==> config.mk <==
export PLATFORM = sky130hd
export DESIGN_NAME = led_driver
export DESIGN_NICKNAME = d
export VERILOG_FILES = /design/src/rtl/led_driver.sv
export SDC_FILE = /design/constraint.sdc
export NUM_CORES = 1
export LEC_CHECK = 0
export ABC_AREA = 0
export BUFFER_PORTS_ARGS = -buffer_cell sky130_fd_sc_hd__buf_4
export CORE_AREA = 4 4 45 47
export DETAILED_ROUTE_END_ITERATION = 10
export DIE_AREA = 0 0 49 51
export HOLD_SLACK_MARGIN = 0.06
export PLACE_DENSITY = 0.76
export SYNTH_ARGS = -nofsm -noshare
export SYNTH_HDL_FRONTEND = slang
export SYNTH_SLANG_ARGS = --single-unit
==> constraint.sdc <==
create_clock -name CLK -period 1.4 [get_ports CLK]
set_input_delay 0 -clock CLK [delete_from_list [all_inputs] [get_ports CLK]]
set_output_delay 0 -clock CLK [all_outputs]
set_load 0.05 [all_outputs]
==> src/rtl/led_driver.sv <==
// Status LED driver: off/on/blink/dim modes with an activity stretch that forces the LED lit.
// Build option: define LED_DRIVER_PWM_EN to compile in the dim (PWM) mode; otherwise dim behaves as steady on.
module led_driver #(
  parameter int CLK_DIV       = 16,
  parameter int BLINK_TICKS   = 8,
  parameter int STRETCH_TICKS = 4
) (
  input  logic       CLK,
  input  logic       RST,
  input  logic [1:0] MODE,
  input  logic [3:0] DUTY,
  input  logic       ACT,
  output logic       _LED,
  output logic       STRETCHING
);

  localparam int PW = (CLK_DIV > 1) ? $clog2(CLK_DIV) : 1;
  localparam int BW = $clog2(BLINK_TICKS + 1);
  localparam int SW = $clog2(STRETCH_TICKS + 1);

  localparam logic [PW-1:0] PRESC_MAX   = PW'(CLK_DIV - 1);
  localparam logic [BW-1:0] BLINK_MAX   = BW'(BLINK_TICKS - 1);
  localparam logic [SW-1:0] STRETCH_LD  = SW'(STRETCH_TICKS);

  localparam logic [1:0] MODE_OFF   = 2'd0;
  localparam logic [1:0] MODE_ON    = 2'd1;
  localparam logic [1:0] MODE_BLINK = 2'd2;
  localparam logic [1:0] MODE_DIM   = 2'd3;

  logic [PW-1:0] presc_q, presc_n;
  logic          tick_q, tick_n;
  logic [1:0]    mode_q, mode_n;
  logic [BW-1:0] blink_cnt_q, blink_cnt_n;
  logic          phase_q, phase_n;
  logic [SW-1:0] stretch_q, stretch_n;
  logic          led_n, stretching_n;
  logic          lit;

`ifdef LED_DRIVER_PWM_EN
  logic [3:0]    pwm_q, pwm_n;
`else
  logic          unused_duty;
  assign unused_duty = ^DUTY;
`endif

  always_comb begin
    presc_n      = (presc_q == PRESC_MAX) ? '0 : presc_q + PW'(1);
    tick_n       = (presc_q == PRESC_MAX);
    mode_n       = MODE;
    blink_cnt_n  = blink_cnt_q;
    phase_n      = phase_q;
    stretch_n    = stretch_q;
    lit          = 1'b0;

    // Entering blink restarts a full lit half-period; otherwise the blink counter runs freely.
    if (MODE == MODE_BLINK && mode_q != MODE_BLINK) begin
      phase_n     = 1'b1;
      blink_cnt_n = '0;
    end else if (tick_q) begin
      if (blink_cnt_q == BLINK_MAX) begin
        blink_cnt_n = '0;
        phase_n     = ~phase_q;
      end else begin
        blink_cnt_n = blink_cnt_q + BW'(1);
      end
    end

    if (ACT) begin
      stretch_n = STRETCH_LD;
    end else if (tick_q && stretch_q != '0) begin
      stretch_n = stretch_q - SW'(1);
    end

`ifdef LED_DRIVER_PWM_EN
    pwm_n = pwm_q + 4'd1;
`endif

    case (MODE)
      MODE_OFF:   lit = 1'b0;
      MODE_ON:    lit = 1'b1;
      MODE_BLINK: lit = phase_n;
`ifdef LED_DRIVER_PWM_EN
      MODE_DIM:   lit = (pwm_q < DUTY);
`else
      MODE_DIM:   lit = 1'b1;
`endif
      default:    lit = 1'b0;
    endcase

    stretching_n = (stretch_n != '0);
    if (stretching_n) lit = 1'b1;
    led_n = ~lit;
  end

  always_ff @(posedge CLK) begin
    if (RST) begin
      presc_q     <= '0;
      tick_q      <= 1'b0;
      mode_q      <= MODE_OFF;
      blink_cnt_q <= '0;
      phase_q     <= 1'b0;
      stretch_q   <= '0;
      _LED        <= 1'b1;
      STRETCHING  <= 1'b0;
`ifdef LED_DRIVER_PWM_EN
      pwm_q       <= '0;
`endif
    end else begin
      presc_q     <= presc_n;
      tick_q      <= tick_n;
      mode_q      <= mode_n;
      blink_cnt_q <= blink_cnt_n;
      phase_q     <= phase_n;
      stretch_q   <= stretch_n;
      _LED        <= led_n;
      STRETCHING  <= stretching_n;
`ifdef LED_DRIVER_PWM_EN
      pwm_q       <= pwm_n;
`endif
    end
  end

endmodule

==> metrics.md <==
| Metric | Value |
|---|---|
| Max_slew headroom | 0.836 |
| GP Congestion | a little under 0.8 |
| Status | finished with violations |
| Final hold vios | 0 |
| DP Area | ~840 µm² |
| WL/cell | roughly 12 µm |
| CP arrival | roughly 1.7 ns |
| Fmax | around 670 MHz |
| Mapped Avg Cell Area | 9.94 µm² |
| Hold endpoint | stretch_q[0] |
| Syn nets | between 80 and 90 |
| Type of origin of the critical path | flop |
| Worst flop-to-flop path startpoint | stretch_q[1] |
| Worst Min Path Start | ACT |
| H-Tree Depth | 1 |
| Worst hold path depth | 3 |
| ANT nets after route | 0 |
| Clock buffer depth | 2 |
| Sequential fraction of the synthesis area | 0.476 |
| Max Slew Vio Count | 0 |
| Yosys top cell by area | dfxtp_1 |
| I/O Pins | 11 |
| Synthesized area | between 700 and 800 µm² |
| Die footprint | around 2500 µm² |
| GRT Residual Overflow | 0 |
| Max cap viols | 0 |
| Synth top area cells | dfxtp_1 (48%), ha_1 (7.0%), inv_1 (3.7%) |
| Clk Tree Root Cell | clkbuf_4 |
| Core Region | around 1700 µm² |
| Post-route setup TNS | -0.0818 ns |
| Overall Global Routing Usage | 0.111 |
| Yosys reg bits | 17 |
| Layout area overhead | 29.5% |
| Setup slack after layout | -0.0818 ns |
| Failing checks | setup timing |
| Row cnt | 15 |
| Skew-Pair Late Insertion Delay | 0.28 ns |
| Syn. warnings | 0 |
| Synth top area share | 0.476 |
| Worst min path class | input pin to flop |
| Power, Total | roughly 0.00087 W |
| Yosys cell types | 29 |
| Clk_skew | about 0.00063 ns |
| CTS Sinks | 17 |
| Setup crit end kind | flop |
| FFs w/ async S/R, synth | 0 |
| Slew of the pin with the lowest slew margin | between 0.2 and 0.25 ns |
| Sequential standard cell area | around 340 µm² |
| Final HPWL DP | approximately 970 µm |
| Global-route wire length before repair | 2.19 mm |
| Vias in the first global route | 563 |
| Cells after Synth | between 70 and 80 |
| Chip Width | 49 µm |
| RSZ-0062 raised after global routing | yes |
| Crit Path Category | flop to flop |
| Min Clock Period, post-route | 1.48 ns |
| Vias per inst | roughly 5 |
| P_leak | roughly 0.35 nW |
| RR Endpoint | _LED |
| Clock transition at path regs | ~0.090 ns |
| WHS | about 0.47 ns |
| Initial core utilization | 0.433 |
| Synth Flop Type | dfxtp_1 |
| Multi-input gate area | between 300 and 400 µm² |
| Input/output buffers | 6 |
| Fin area | 927 µm² |
| Final period util | 1.06 |
| Power density over cell area | 937 nW/µm² |
| Largest net degree at the start of global routing | 12 |
| Crit Path Max Fanout | 4 |
| CTS tree | done |
| Final setup vio count | 1 |
| Pre-CTS setup slack | -0.107 ns |
| Layout cells sized above 1 | 0.267 |
| Ant. Diodes | 0 |
| Commonest non-fill, non-tap cell in the layout | dfxtp_1 |
| Most frequent cells in the layout | dfxtp_1 (15), buf_4 (10), nor2_1 (6) |
| Final #Nets | 104 |
| EDFF count, synth | 0 |
| Initial antenna violation count | 0 |
| CTS Buf Count | 3 |
| Reg2Reg Depth | 7 |
| Fillers | 150 |
| Drt first pass iters | 2 |
| DRC | 0 |
| DRT iter0 DRCs | 5 |
| Vias | 550 |
| Required @ worst endpoint | ~1.6 ns |
| Die extent in y | ~51 µm |
| Routed WL | between 1 and 1.5 mm |
| Post-CTS setup repair buffer count | 0 |
| Max IR drop VDD | roughly 0.76 mV |
| Flop-to-flop setup slack | -0.08 ns |
[layer usage]
layer | track usage | routed length [µm] | vias to the layer above
li1 | - | - | 286
met1 | 0.115 | 520 | 256
met2 | 0.207 | 693 | 8
met3 | 0.0525 | 49 | 0
met4 | 0.0135 | 0 | 0
met5 | 0 | 0 | -
[timing repair]
item | 4_1_cts | 5_1_grt
pin swaps | 3 | 0
gates resized for setup | 0 | 2
endpoints found under the setup margin | 3 | 3
hold buffers | 5 | 0
hold endpoints to repair | 10 | 0
[critical path: stages (launching register included)]
cell	delay [ns]
dfxtp_2	0.33
inv_2	0.06
ha_4	0.13
ha_4	0.13
nor2b_4	0.05
or3_1	0.35
a31o_4	0.23
a211oi_2	0.12
[registers in the layout, summed over array words and instances (netlist names)]
name	cells
tick_q	1
phase_q	1
_LED	1
stretch_q	3
blink_cnt_q	4
STRETCHING	1
mode_q	2
presc_q	4
[cell families after synthesis]
kind of cell | count (synthesis) | synth area share
multiplexers | 1 | 0.0140
XOR/XNOR | 4 | 0.0490
AND/OR/NAND/NOR | 27 | 0.224
AO/OA/AOI/OAI | 11 | 0.126
buffers and inverters | 8 | 0.0420
flip-flops | 17 | 0.476
adder cells (fa/ha/maj) | 4 | 0.0699
[worst max-delay path by stage]
stage                      start  endpoint  depth (start not counted)
global placement    stretch_q[1]      _LED                          7
finish              stretch_q[1]      _LED                          7
CTS                 stretch_q[1]      _LED                          7
detailed placement  stretch_q[1]      _LED                          7
floorplan           stretch_q[0]      _LED                          7
global route        stretch_q[1]      _LED                          7
[stage by stage]
stage / instances / util
after floorplan: 72 / -
after global placement: 98 / 0.511
after detailed placement: 98 / 0.511
after CTS: 107 / 0.558
after global routing: 107 / 0.561
final: 107 / 0.561
[Yosys cell counts (2+ instances only)]
cell and number:
dfxtp_1 17, nor2_1 6, xor2_1 2, xnor2_1 2, nand4b_1 2, or3_1 2, nand2_1 4, a21oi_1 5
inv_1 7, nor3_1 2, ha_1 4, nor2b_1 2
[where the power goes]
| group | switching, W | total (W) | internal [W] |
|---|---|---|---|
| clock network | 0.000141 | 0.000251 | 0.000111 |
| registers | 0.0000105 | 0.000513 | 0.000503 |
| logic | 0.0000534 | 0.000104 | 0.0000508 |
| total | 0.000205 | 0.000869 | 0.000664 |
[layout make-up]
class                      instances  share of cell area
timing repair buffer              15               0.135
sequential                        17               0.370
tap                               17              0.0229
clock buffer                       4              0.0283
inverter                           7              0.0283
multi-input combinational         47               0.416
(Power assumes the default switching activity.)
